--- config.mk ---
export PLATFORM = sky130hd
export DESIGN_NAME = palette_fade_lut_flat
export DESIGN_NICKNAME = d
export VERILOG_FILES = /design/src/rtl/palette_fade_lut_if.sv /design/src/rtl/palette_fade_lut.sv /design/src/flat_wrapper.sv
export SDC_FILE = /design/constraint.sdc
export NUM_CORES = 1
export LEC_CHECK = 0
export ABC_CLOCK_PERIOD_IN_PS = 22200
export CAP_MARGIN = 20
export CORE_AREA = 8 8 146 148
export CTS_CLUSTER_DIAMETER = 80
export DETAILED_ROUTE_END_ITERATION = 10
export DIE_AREA = 0 0 154 156
export PLACE_DENSITY = 0.83
export REMOVE_ABC_BUFFERS = 1
export SYNTH_ARGS = -nofsm -noshare
export SYNTH_HDL_FRONTEND = slang
export SYNTH_SLANG_ARGS = --single-unit
--- constraint.sdc ---
create_clock -name clk -period 22.2 [get_ports clk]
set_input_delay 4.44 -clock clk [delete_from_list [all_inputs] [get_ports clk]]
set_output_delay 4.44 -clock clk [all_outputs]
set_load 0.05 [all_outputs]
--- src/rtl/palette_fade_lut_if.sv ---
// palette_fade_lut_if: pixel lookup, palette write and fade control bundle
// master drives index/write/fade requests; slave returns scaled colour and fade status
interface palette_fade_lut_if #(
  parameter int INDEX_W = 4,
  parameter int COLOR_W = 4
);
  logic                   pix_valid;
  logic [INDEX_W-1:0]     index;
  logic                   wr_en;
  logic [INDEX_W-1:0]     wr_addr;
  logic [3*COLOR_W-1:0]   wr_data;
  logic                   fade_out_start;
  logic                   fade_in_start;
  logic [COLOR_W-1:0]     red;
  logic [COLOR_W-1:0]     green;
  logic [COLOR_W-1:0]     blue;
  logic                   rgb_valid;
  logic                   fade_busy;
  logic                   fade_done;
  modport master (
    output pix_valid, index, wr_en, wr_addr, wr_data, fade_out_start, fade_in_start,
    input  red, green, blue, rgb_valid, fade_busy, fade_done
  );
  modport slave (
    input  pix_valid, index, wr_en, wr_addr, wr_data, fade_out_start, fade_in_start,
    output red, green, blue, rgb_valid, fade_busy, fade_done
  );
endinterface

--- src/rtl/palette_fade_lut.sv ---
// palette_fade_lut: writable RGB palette with 2-stage lookup and global brightness fader
// ports: clk, reset (async, active-high), b (slave): pix_valid/index lookup in,
// wr_en/wr_addr/wr_data palette write, fade_out_start/fade_in_start requests,
// red/green/blue/rgb_valid scaled colour out, fade_busy/fade_done fade status
module palette_fade_lut #(
  parameter int INDEX_W  = 4,
  parameter int COLOR_W  = 4,
  parameter int LVL_W    = 4,
  parameter int STEP_DIV = 65536
) (
  input logic               clk,
  input logic               reset,
  palette_fade_lut_if.slave b
);
  localparam int DEPTH = 1 << INDEX_W;
  localparam int CNT_W = STEP_DIV > 1 ? $clog2(STEP_DIV) : 1;
  localparam logic [LVL_W:0] LVL_MAX = (LVL_W+1)'(1 << LVL_W);
  typedef enum logic [1:0] {FULL, FADE_OUT, BLACK, FADE_IN} state_t;
  state_t               state_q, state_d;
  logic [LVL_W:0]       level_q, level_d;
  logic [CNT_W-1:0]     cnt_q, cnt_d;
  logic                 done_d;
  logic                 step;
  logic [3*COLOR_W-1:0] pal [DEPTH];
  logic [3*COLOR_W-1:0] s1_rgb;
  logic                 s1_v;
  // evenly spaced gray ramp from black to full white across the palette
  function automatic logic [COLOR_W-1:0] gray(int i);
    return COLOR_W'((i * ((1 << COLOR_W) - 1)) / ((1 << INDEX_W) - 1));
  endfunction
  // product is one bit wider than c+level so level = 2^LVL_W passes c unchanged
  function automatic logic [COLOR_W-1:0] scale(logic [COLOR_W-1:0] c, logic [LVL_W:0] l);
    logic [COLOR_W+LVL_W:0] p;
    p = {{(LVL_W+1){1'b0}}, c} * {{COLOR_W{1'b0}}, l};
    return COLOR_W'(p >> LVL_W);
  endfunction
  assign step = cnt_q == CNT_W'(STEP_DIV - 1);
  always_comb begin
    state_d = state_q;
    level_d = level_q;
    cnt_d   = cnt_q;
    done_d  = 1'b0;
    case (state_q)
      FULL: if (b.fade_out_start) begin
        state_d = FADE_OUT;
        cnt_d   = '0;
      end
      BLACK: if (b.fade_in_start && !b.fade_out_start) begin
        state_d = FADE_IN;
        cnt_d   = '0;
      end
      FADE_OUT: if (b.fade_in_start && !b.fade_out_start) begin
        state_d = FADE_IN;
        cnt_d   = '0;
      end else if (step) begin
        cnt_d   = '0;
        level_d = level_q - 1'b1;
        state_d = level_q == 1 ? BLACK : FADE_OUT;
        done_d  = level_q == 1;
      end else begin
        cnt_d = cnt_q + 1'b1;
      end
      FADE_IN: if (b.fade_out_start) begin
        state_d = FADE_OUT;
        cnt_d   = '0;
      end else if (step) begin
        cnt_d   = '0;
        level_d = level_q + 1'b1;
        state_d = level_q == LVL_MAX - 1'b1 ? FULL : FADE_IN;
        done_d  = level_q == LVL_MAX - 1'b1;
      end else begin
        cnt_d = cnt_q + 1'b1;
      end
      default: state_d = FULL;
    endcase
  end
  always_ff @(posedge clk or posedge reset) begin
    if (reset) begin
      state_q     <= FULL;
      level_q     <= LVL_MAX;
      cnt_q       <= '0;
      b.fade_busy <= 1'b0;
      b.fade_done <= 1'b0;
    end else begin
      state_q     <= state_d;
      level_q     <= level_d;
      cnt_q       <= cnt_d;
      b.fade_busy <= state_d == FADE_OUT || state_d == FADE_IN;
      b.fade_done <= done_d;
    end
  end
  // read before write: a same-edge lookup of the entry being written sees old data
  always_ff @(posedge clk or posedge reset) begin
    if (reset) begin
      for (int i = 0; i < DEPTH; i++) pal[i] <= {3{gray(i)}};
      s1_rgb      <= '0;
      s1_v        <= 1'b0;
      b.red       <= '0;
      b.green     <= '0;
      b.blue      <= '0;
      b.rgb_valid <= 1'b0;
    end else begin
      if (b.wr_en) pal[b.wr_addr] <= b.wr_data;
      s1_rgb      <= pal[b.index];
      s1_v        <= b.pix_valid;
      b.red       <= scale(s1_rgb[3*COLOR_W-1:2*COLOR_W], level_q);
      b.green     <= scale(s1_rgb[2*COLOR_W-1:COLOR_W], level_q);
      b.blue      <= scale(s1_rgb[COLOR_W-1:0], level_q);
      b.rgb_valid <= s1_v;
    end
  end
endmodule

--- src/flat_wrapper.sv ---
// flat-port wrapper written by rule: the top's interface ports become plain ports
module palette_fade_lut_flat 
#(
  parameter int INDEX_W  = 4,
  parameter int COLOR_W  = 4,
  parameter int LVL_W    = 4,
  parameter int STEP_DIV = 65536
)
  (clk, reset, b_pix_valid, b_index, b_wr_en, b_wr_addr, b_wr_data, b_fade_out_start, b_fade_in_start, b_red, b_green, b_blue, b_rgb_valid, b_fade_busy, b_fade_done);
  palette_fade_lut_if #(.INDEX_W(INDEX_W), .COLOR_W(COLOR_W)) b_i ();
  input logic clk;
  input logic reset;
  input wire logic [$bits(b_i.pix_valid)-1:0] b_pix_valid;
  input wire logic [$bits(b_i.index)-1:0] b_index;
  input wire logic [$bits(b_i.wr_en)-1:0] b_wr_en;
  input wire logic [$bits(b_i.wr_addr)-1:0] b_wr_addr;
  input wire logic [$bits(b_i.wr_data)-1:0] b_wr_data;
  input wire logic [$bits(b_i.fade_out_start)-1:0] b_fade_out_start;
  input wire logic [$bits(b_i.fade_in_start)-1:0] b_fade_in_start;
  output wire logic [$bits(b_i.red)-1:0] b_red;
  output wire logic [$bits(b_i.green)-1:0] b_green;
  output wire logic [$bits(b_i.blue)-1:0] b_blue;
  output wire logic [$bits(b_i.rgb_valid)-1:0] b_rgb_valid;
  output wire logic [$bits(b_i.fade_busy)-1:0] b_fade_busy;
  output wire logic [$bits(b_i.fade_done)-1:0] b_fade_done;
  assign b_i.pix_valid = b_pix_valid;
  assign b_i.index = b_index;
  assign b_i.wr_en = b_wr_en;
  assign b_i.wr_addr = b_wr_addr;
  assign b_i.wr_data = b_wr_data;
  assign b_i.fade_out_start = b_fade_out_start;
  assign b_i.fade_in_start = b_fade_in_start;
  assign b_red = b_i.red;
  assign b_green = b_i.green;
  assign b_blue = b_i.blue;
  assign b_rgb_valid = b_i.rgb_valid;
  assign b_fade_busy = b_i.fade_busy;
  assign b_fade_done = b_i.fade_done;
  palette_fade_lut #(.INDEX_W(INDEX_W), .COLOR_W(COLOR_W), .LVL_W(LVL_W), .STEP_DIV(STEP_DIV)) u_core (.clk(clk), .reset(reset), .b(b_i));
endmodule
==> results of run 1 <==
## power groups by stage
stage | logic, W | clock network, W | registers, W
3_5_place_dp | 0.000194 | 0 | 0.000625
2_1_floorplan | 0.000147 | 0 | 0.000603
5_1_grt | 0.000210 | 0.000484 | 0.000632
3_3_place_gp | 0.000181 | 0 | 0.000614
6_report | 0.000195 | 0.000459 | 0.000621
4_1_cts | 0.000195 | 0.000466 | 0.000619
## sequential cells by signal (all words and copies together), names as in the netlist
register            flops
u_core.pal            192
u_core.b.blue           4
u_core.s1_v             1
u_core.level_q          5
u_core.cnt_q           16
u_core.b.rgb_valid      1
u_core.state_q          2
u_core.s1_rgb          12
u_core.b.green          4
u_core.b.red            4
u_core.b.fade_done      1
## routing by layer
| metal | routed length [um] | up-vias | track usage |
|---|---|---|---|
| li1 | - | 3194 | - |
| met1 | 11000 | 3909 | 0.299 |
| met2 | 13100 | 234 | 0.376 |
| met3 | 1430 | 53 | 0.0338 |
| met4 | 529 | 0 | 0.0513 |
| met5 | 0 | - | 0 |
## worst min path at each step
stage	start	endpoint	slack, ps	cells after the start
after detailed placement	u_core.s1_v$_DFF_PP0_	u_core.b.rgb_valid$_DFF_PP0_	340	0
after floorplan	u_core.s1_v$_DFF_PP0_	u_core.b.rgb_valid$_DFF_PP0_	330	0
after global routing	u_core.s1_v$_DFF_PP0_	u_core.b.rgb_valid$_DFF_PP0_	350	0
after global placement	u_core.s1_v$_DFF_PP0_	u_core.b.rgb_valid$_DFF_PP0_	340	0
final	u_core.s1_v$_DFF_PP0_	u_core.b.rgb_valid$_DFF_PP0_	350	0
after CTS	u_core.s1_v$_DFF_PP0_	u_core.b.rgb_valid$_DFF_PP0_	350	0
## cell families after synthesis
logic type	synth area share
muxes	0.290
DFF	0.508
and+or+nand+nor	0.0731
buffers and inverters	0.0246
AOI/OAI and AO/OA	0.0326
adders and majority gates	0.0577
xor gates and xnor gates	0.0137
## area by class of cell
type / count / area, um2
Timing Repair Buffer: 55 / 549
Tap cell: 238 / 298
Clock buffer: 35 / 754
Multi-Input combinational cell: 544 / 5680
Clock inverter: 11 / 170
Inverter: 22 / 90.1
Sequential cell: 242 / 6180
Fill cell: 1196 / 5370
## cell usage in the layout (no fill, tap or decap), drive strengths merged, types with 8 or more instances in the layout
cell type	n
a21oi	12
and2	33
buf	17
clkbuf	35
clkdlybuf4s50	38
dfrtp	145
dfstp	97
fa	15
ha	32
inv	24
mux2	192
mux4	60
nand2	39
nand4	9
nor2	34
nor3	13
o21ai	21
xnor2	11
xor2	8
## metrics by stage
step	total power (W)	util	setup WS, ps	instance area, um2
2_1_floorplan	0.000750	-	11280	11900
3_3_place_gp	0.000796	0.666	15390	12700
3_5_place_dp	0.000819	0.667	15300	12700
4_1_cts	0.00128	0.715	15840	13600
5_1_grt	0.00133	0.719	15820	13700
6_report	0.00128	0.719	15820	13700
==> impl_metrics.py, run 1 <==
metrics = {
    "synthesis": {
        "netlist_instances": 857,
        "yosysMostFrequentCell": "mux2_2",
        "synth_seq_area_share": 0.508,
        "ys.flop_type": "dfrtp_1",
        "yosysTopAreaCell": "dfrtp_1",
        "ys_async_sr_fraction": 1.00,
        "ys_types": 56,
        "ys_ff_latch": 242,
        "syn_area_per_cell_um2": 14.2,
        "synth_edf_count": 0,
        "synth_common_cells": "mux2_2 (192), dfrtp_1 (145), dfstp_2 (97)",
        "synth_top_cell_area_share": 0.299,
        "yosys_warnings": 0,
        "ys_top_cells_by_area": "dfrtp_1 (30%), dfstp_2 (21%), mux2_2 (18%), mux4_2 (11%), ha_1 (3.3%)",
        "syn_area_mm2": 0.0122,
    },
    "timing": {
        "rsz0062_at_grt": "false",
        "max_freq_mhz": 157,
        "clock_skew_ps": 12.8,
        "final_max_slew_viol_count": 0,
        "hold_viol_final": 0,
        "period_share": 0.288,
        "fin_hold_ws_ps": 349,
        "setup_viol": 0,
        "min_period_ps": 6380,
        "relSlewSlack": 0.249,
        "tns_ps": 0,
        "worst_slew_pin_slew_ps": 1120,
    },
    "grt": {
        "antenna_found_initial": 0,
        "grt_overflow": 0,
        "grt_pass1_wl_um": 42600,
        "grt_max_degree": 153,
        "grt_pass1_vias": 7889,
        "grt_usage": 0.222,
    },
    "drt": {
        "wl_um": 26100,
        "vias": 7390,
        "viasPerCell": 6.44,
        "drc": 0,
        "wl_per_cell_um": 22.7,
        "drt_iter0_drc": 447,
        "dr.pass1.iters": 4,
        "ant_nets": 0,
    },
    "setup_path": {
        "critical_path_depth": 5,
        "cp.arrival_ps": 6770,
        "regToRegStartpoint": "u_core.level_q[2]$_DFFE_PP0P_",
        "crit_chain": "clkdlybuf4s50_1 -> nand2b_1 -> nor2_1 -> buf_4 -> mux2_2",
        "timing.critical_path.to_type": "register",
        "critical_path_buf_inv_count": 2,
        "path_max_fanout": 8,
        "cp_top_family": "simple AND/OR/NAND/NOR gates",
        "startpoint": "b_wr_addr[1]",
        "rr_worst_depth": 10,
        "cp_slowest_cell": "nor2_1",
        "crit_type": "input pin to register",
        "max_stage_delay_ps": 810,
        "endpoint": "u_core.pal[78]$_DFFE_PP0P_",
        "start_kind": "input pin",
        "r2r_end": "u_core.b.red[3]$_DFF_PP0_",
        "r2r_setup_slack_ps": 19020,
        "required_ps": 22590,
    },
    "cts": {
        "clock_latency_ps": 520,
        "cts_hold_buf": 0,
        "clock_path_buffers": 3,
        "cts_resized": 0,
        "cts-htree-levels": 1,
        "cts_root_buf": "clkbuf_16",
        "clk_pin_slew_ps": 60,
        "cts_sinks": 242,
        "cts_buffers": 25,
        "cts_tree": "yes",
        "cts_setup_buffers": 0,
    },
    "power": {
        "vdd_ir_drop_max_v": 0.0000764,
        "seqPwrFrac": 0.487,
        "powerDensity_mw_per_mm2": 93.0,
        "p_leak_nw": 5.88,
        "combPwrFrac": 0.153,
        "p_int_w": 0.000967,
        "pwr-share-clk": 0.360,
        "swShare": 0.242,
        "power_switching_w": 0.000309,
    },
    "worst_hold_path": {
        "min_path_type": "register to register",
    },
    "die": {
        "dieArea_mm2": 0.0240,
        "core_mm2": 0.0191,
        "ios": 41,
        "placementRows": 51,
        "die-width_um": 154,
        "die_h_um": 156,
        "start_util": 0.637,
    },
    "run": {
        "max-cap-violations": 0,
    },
    "layout": {
        "synthToLayoutAreaGrowth_pct": 12.9,
        "layout-drive-gt1-share": 0.461,
        "stdcell_count": 1147,
        "nNetsFinal": 963,
        "n_antenna_cell": 0,
    },
    "placement": {
        "port_buffers": 40,
        "globalplace.congestion": 0.808,
        "dp_hpwl_um": 16700,
        "placed_cells": 1098,
    },
    "run_status": {
        "status": "finished clean",
    },
}
Power figures use the tool's default switching activity.
==> run 2: changes to the inputs <==
- ABC_CLOCK_PERIOD_IN_PS: 22200 -> 6160
- CORE_AREA: 8 8 146 148 -> 8 8 149 151
- DIE_AREA: 0 0 154 156 -> 0 0 157 159
- PLACE_DENSITY: 0.83 -> 0.8
- clock period: 22.2 -> 6.16 ns (I/O delays scaled with it)
==> run 2 against run 1 <==
Compared with the run above: hold slack worse by 1.5 ps; clock power grew to 3.5 times the previous value; critical path depth is 5 higher; worst setup slack worse by 13000 ps; core utilization is 2.7 points lower; sequential power grew to 3.6 times the previous value; die area is 3.9% higher; register-to-register slack worse by 16000 ps; via count is 0.97% lower; first-iteration DRC count is 15% higher; sequential share of layout area is 0.074 points lower; largest cell class unchanged; largest power group unchanged; highest routed layer unchanged.
==> impl_metrics.py, run 2 (synthesis results as in run 1) <==
metrics = {
    "worst_hold_path": {
        "hold_path_depth": 0,
        "min_path_type": "register to register",
    },
    "layout": {
        "n_fill_cell": 1290,
        "layout_commonest_cell": "mux2_2",
        "mostFrequentLayoutCells": "mux2_2 (192), dfrtp_1 (145), dfstp_2 (97)",
        "largest_reg_flops": 192,
        "n_antenna_cell": 0,
        "multiInputGateArea_mm2": 0.00568,
        "stdcell_count": 1180,
        "regMostFlops": "u_core.pal",
        "reg_top3": "u_core.pal (192), u_core.cnt_q (16), u_core.s1_rgb (12)",
        "regArea_mm2": 0.00618,
        "layout-drive-gt1-share": 0.463,
        "synthToLayoutAreaGrowth_pct": 13.0,
        "nNetsFinal": 963,
    },
    "die": {
        "dieArea_mm2": 0.0250,
        "die-width_um": 157,
        "core_mm2": 0.0198,
        "start_util": 0.612,
        "placementRows": 52,
        "ios": 41,
        "die_h_um": 159,
    },
    "timing": {
        "worst_slack_ps": 3060,
        "rsz0062_at_grt": "false",
        "tns_ps": 0,
        "relSlewSlack": 0.350,
        "hold_viol_final": 0,
        "worst_slew_pin_slew_ps": 975,
        "clock_skew_ps": 9.60,
        "setup_viol": 0,
        "max_freq_mhz": 322,
        "final_max_slew_viol_count": 0,
        "period_share": 0.504,
        "min_period_ps": 3100,
    },
    "drt": {
        "drc": 0,
        "vias": 7318,
        "dr.pass1.iters": 5,
        "wl_met3_um": 1490,
        "wl_met2_um": 13200,
        "ant_nets": 0,
        "wl_per_cell_um": 22.4,
        "met1_length_um": 11200,
        "drt_iter0_drc": 512,
        "wl_um": 26400,
        "highest_layer": "met4",
        "viasPerCell": 6.20,
    },
    "setup_path": {
        "max_stage_delay_ps": 680,
        "rr_worst_depth": 10,
        "path_common_cell": "fa_1",
        "required_ps": 6570,
        "cp_slowest_cell": "dfrtp_1",
        "start_kind": "register",
        "r2r_setup_slack_ps": 3060,
        "timing.critical_path.to_type": "register",
        "crit_chain": "nand2_1 -> fa_1 -> inv_1 -> fa_1 -> ha_1 -> nand4_1 -> o21a_1 -> o21bai_1 -> a21oi_1 -> xnor2_1",
        "crit_type": "register to register",
        "path_max_fanout": 18,
        "cp.arrival_ps": 3510,
    },
    "cts": {
        "cts_tree": "yes",
        "clk_pin_slew_ps": 60,
        "cts_root_buf": "clkbuf_16",
        "cts_setup_buffers": 0,
        "cts_hold_buf": 0,
        "cts_resized": 0,
        "clock_latency_ps": 530,
        "cts_buffers": 26,
        "cts-htree-levels": 1,
        "clock_path_buffers": 3,
        "cts_sinks": 242,
    },
    "power": {
        "vdd_ir_drop_max_v": 0.000278,
        "p_leak_nw": 5.86,
        "powerDensity_mw_per_mm2": 332,
    },
    "grt": {
        "grt_pass1_wl_um": 43000,
        "grt_overflow": 0,
        "grt_max_degree": 144,
        "grt_usage": 0.217,
        "antenna_found_initial": 0,
        "grt_pass1_vias": 8026,
    },
    "placement": {
        "port_buffers": 40,
        "globalplace.congestion": 0.806,
        "dp_hpwl_um": 17300,
        "placed_cells": 1130,
        "place_ws_ps": 2570,
    },
    "run": {
        "max-cap-violations": 0,
    },
    "run_status": {
        "status": "finished clean",
    },
}
## run 2: cell count changes in the layout (fill, tap and decap cells not counted), sizes merged
cell / before / now
inv: 24 / 22
bufinv: 4 / 2
buf: 17 / 16
clkinvlp: 1 / 5
clkinv: 4 / 5
clkbuf: 35 / 36
## run 2: power by group
| group | leakage (nW) | switching, W | total [W] | internal, W |
|---|---|---|---|---|
| registers | 2.84 | 0.000208 | 0.00224 | 0.00203 |
| logic | 2.58 | 0.000279 | 0.000710 | 0.000431 |
| clock network | 0.440 | 0.000634 | 0.00161 | 0.000980 |
## run 2: area by class of cell
cell class | instances | share of cell area
Timing Repair Buffer | 54 | 0.0393
Inverter | 22 | 0.00656
Clock inverter | 12 | 0.00920
Sequential cell | 242 | 0.450
Multi-Input combinational cell | 544 | 0.413
Tap cell | 270 | 0.0246
Clock buffer | 36 | 0.0575
## run 2: final timing paths
| path | start | end |
|---|---|---|
| setup / recovery | u_core.level_q[2]$_DFFE_PP0P_ | u_core.b.red[3]$_DFF_PP0_ |
| setup reg to reg | u_core.level_q[2]$_DFFE_PP0P_ | u_core.b.red[3]$_DFF_PP0_ |
| hold / removal | u_core.s1_v$_DFF_PP0_ | u_core.b.rgb_valid$_DFF_PP0_ |
| max in group asynchronous | reset | u_core.pal[154]$_DFFE_PP0P_ |
| min in group asynchronous | reset | u_core.s1_v$_DFF_PP0_ |
| hold reg to reg | u_core.s1_v$_DFF_PP0_ | u_core.b.rgb_valid$_DFF_PP0_ |
## run 2: metal layers
metal  GRT usage  vias to the layer above
met1       0.284                     3891
met3      0.0413                       50
met2       0.362                      189
met5           0                        -
li1            -                     3188
met4      0.0660                        0
## run 2: metrics by stage
step | cell area, um2 | hold slack [ps] | util | power (W)
3_5_place_dp | 12800 | 339 | 0.644 | 0.00296
5_1_grt | 13700 | 369 | 0.692 | 0.00475
2_1_floorplan | 11900 | 331 | - | 0.00270
3_3_place_gp | 12700 | 334 | 0.641 | 0.00287
4_1_cts | 13700 | 352 | 0.690 | 0.00458
6_report | 13700 | 347 | 0.692 | 0.00456
## run 2: critical path: cells and delay by family, from the launching register on
family	cells	cell delay, ps
adder cells (fa/ha/maj)	3	1270
flip-flops	1	680
AO/OA/AOI/OAI	3	580
AND/OR/NAND/NOR	2	260
XOR/XNOR	1	130
buffers and inverters	1	60
==> run 3: changes to the inputs <==
- ABC_CLOCK_PERIOD_IN_PS: 6160 -> 2840
- CORE_AREA: 8 8 149 151 -> 8 8 157 159
- DIE_AREA: 0 0 157 159 -> 0 0 165 167
- PLACE_DENSITY: 0.8 -> 0.76
- clock period: 6.16 -> 2.84 ns (I/O delays scaled with it)
==> run 3 against run 2 <==
Compared with the run above: largest cell class unchanged; die area up 10%; cell area grew 3.7%; flip-flop and latch count stayed put; core utilization is 5.2 points lower; non-clock buffer count rose by 44; via count shrank 0.93%; cell count up 5.0%; fmax increased by 14%; first-iteration DRC count is 24% lower; highest routed layer unchanged; sequential share of layout area fell by 1.5 points; critical path depth stayed put.
==> impl_metrics.py, run 3 (synthesis results as in run 1) <==
metrics = {
    "power": {
        "vdd_ir_drop_max_v": 0.000488,
        "power_switching_w": 0.00241,
        "combPwrFrac": 0.154,
        "powerDensity_mw_per_mm2": 706,
        "total_power_w": 0.0101,
        "pwr-share-clk": 0.366,
        "seqPwrFrac": 0.480,
        "p_int_w": 0.00764,
        "p_leak_nw": 6.11,
        "swShare": 0.240,
    },
    "placement": {
        "globalplace.congestion": 0.825,
        "port_buffers": 40,
        "placed_cells": 1186,
        "dp_hpwl_um": 16800,
    },
    "grt": {
        "grt_pass1_vias": 7707,
        "grt_usage": 0.189,
        "grt_max_degree": 73,
        "antenna_found_initial": 0,
        "grt_pass1_wl_um": 41600,
        "grt_overflow": 0,
    },
    "setup_path": {
        "max_stage_delay_ps": 530,
        "required_ps": 3290,
        "start_kind": "register",
        "timing.critical_path.to_type": "register",
        "crit_type": "register to register",
        "cp.arrival_ps": 3180,
        "path_max_fanout": 8,
        "crit_chain": "and2_4 -> fa_1 -> inv_1 -> fa_1 -> inv_1 -> ha_2 -> o21a_1 -> a21o_1 -> a21oi_2 -> xnor2_1",
        "cp_slowest_cell": "fa_1",
    },
    "drt": {
        "wl_um": 25200,
        "ant_nets": 0,
        "vias": 7250,
        "dr.pass1.iters": 4,
        "wl_per_cell_um": 20.3,
        "drt_iter0_drc": 387,
        "drc": 0,
        "viasPerCell": 5.85,
    },
    "layout": {
        "stdcell_count": 1239,
        "layout-drive-gt1-share": 0.506,
        "n_antenna_cell": 0,
        "mostFrequentLayoutCells": "mux2_2 (192), dfrtp_1 (141), dfstp_2 (97)",
        "nNetsFinal": 1007,
        "regMostFlops": "u_core.pal",
        "reg_top3": "u_core.pal (192), u_core.cnt_q (16), u_core.s1_rgb (12)",
        "synthToLayoutAreaGrowth_pct": 17.2,
        "n_fill_cell": 1589,
        "layout_commonest_cell": "mux2_2",
        "largest_reg_flops": 192,
    },
    "die": {
        "placementRows": 55,
        "ios": 41,
        "core_mm2": 0.0222,
        "die-width_um": 165,
        "dieArea_mm2": 0.0276,
        "die_h_um": 167,
        "start_util": 0.547,
    },
    "cts": {
        "clock_latency_ps": 530,
        "cts_buffers": 26,
        "cts-htree-levels": 1,
        "cts_sinks": 242,
        "cts_tree": "yes",
        "clock_path_buffers": 3,
        "cts_root_buf": "clkbuf_16",
        "cts_hold_buf": 0,
        "clk_pin_slew_ps": 60,
    },
    "timing": {
        "worst_slew_pin_slew_ps": 701,
        "setup_viol": 0,
        "fin_hold_ws_ps": 349,
        "hold_viol_final": 0,
        "period_share": 0.960,
        "clock_skew_ps": 10.6,
        "relSlewSlack": 0.533,
        "min_period_ps": 2730,
        "final_max_slew_viol_count": 0,
        "rsz0062_at_grt": "true",
        "max_freq_mhz": 367,
    },
    "run_status": {
        "status": "finished clean",
    },
    "run": {
        "max-cap-violations": 0,
    },
    "worst_hold_path": {
        "min_path_type": "register to register",
    },
}
run 3: changes by cell type in the layout (fill, tap and decap cells not counted), moves of 4 or more:
cell	previous run	this run
buf_4	8	50
and2_1	33	28
and2_4	0	5
buf_12	0	7
dfrtp_2	0	4
buf_6	6	2
dfrtp_1	145	141
run 3: critical path, delay by kind of cell (launching register included):
kind                       cells  cell delay (ps)
DFF                            1              460
adders and majority gates      3             1330
AOI/OAI and AO/OA              3              470
buffers and inverters          2              100
and+or+nand+nor                1              170
xor gates and xnor gates       1              120
run 3: per-layer routing:
metal | share of wire | vias to the layer above | global-route usage
met1 | 0.44 | 3825 | 0.251
met3 | 0.033 | 40 | 0.0256
met5 | 0 | - | 0
met2 | 0.51 | 118 | 0.315
li1 | - | 3267 | -
met4 | 0.024 | 0 | 0.0537
run 3: timing repair:
item	in CTS	in global routing
endpoints found under the setup margin	3	6
pin swaps	0	21
gates resized for setup	2	23
buffers inserted	0	5
run 3: area by class of cell:
cell class / instances / area, um2 / area share
Sequential cell: 242 / 6180 / 0.434
Multi-Input combinational cell: 544 / 5730 / 0.403
Tap cell: 285 / 357 / 0.0250
Timing Repair Buffer: 98 / 923 / 0.0649
Inverter: 22 / 90.1 / 0.00633
Clock buffer: 33 / 727 / 0.0511
Clock inverter: 15 / 225 / 0.0158
run 3: final timing paths:
path	from	to	slack [ps]	depth (start not counted)
worst max register to register	u_core.level_q[1]$_DFFE_PP0P_	u_core.b.blue[3]$_DFF_PP0_	110	10
worst max-delay path	u_core.level_q[1]$_DFFE_PP0P_	u_core.b.blue[3]$_DFF_PP0_	110	10
max in group asynchronous	reset	u_core.pal[128]$_DFFE_PP1P_	1570	3
worst min register to register	u_core.s1_v$_DFF_PP0_	u_core.b.rgb_valid$_DFF_PP0_	350	0
min in group asynchronous	reset	u_core.cnt_q[5]$_DFFE_PP0P_	510	2
worst min-delay path	u_core.s1_v$_DFF_PP0_	u_core.b.rgb_valid$_DFF_PP0_	350	0
run 3: stage by stage:
step / utilization / setup WS (ps) / instance area, um2 / TNS (ps)
floorplan: - / -4210 / 11900 / -841430
global placement: 0.593 / 33.1 / 13200 / 0
detailed placement: 0.593 / -29.9 / 13200 / -46.6
CTS: 0.636 / 0.742 / 14100 / 0
global route: 0.641 / -26.9 / 14200 / -26.9
finish: 0.641 / 114 / 14200 / 0
run 3: power groups by stage:
stage | Combinational, W | Sequential [W] | Clock, W
4_1_cts | 0.00156 | 0.00481 | 0.00375
6_report | 0.00155 | 0.00482 | 0.00368
3_5_place_dp | 0.00154 | 0.00485 | 0
2_1_floorplan | 0.00115 | 0.00471 | 0
5_1_grt | 0.00168 | 0.00491 | 0.00387
3_3_place_gp | 0.00149 | 0.00481 | 0
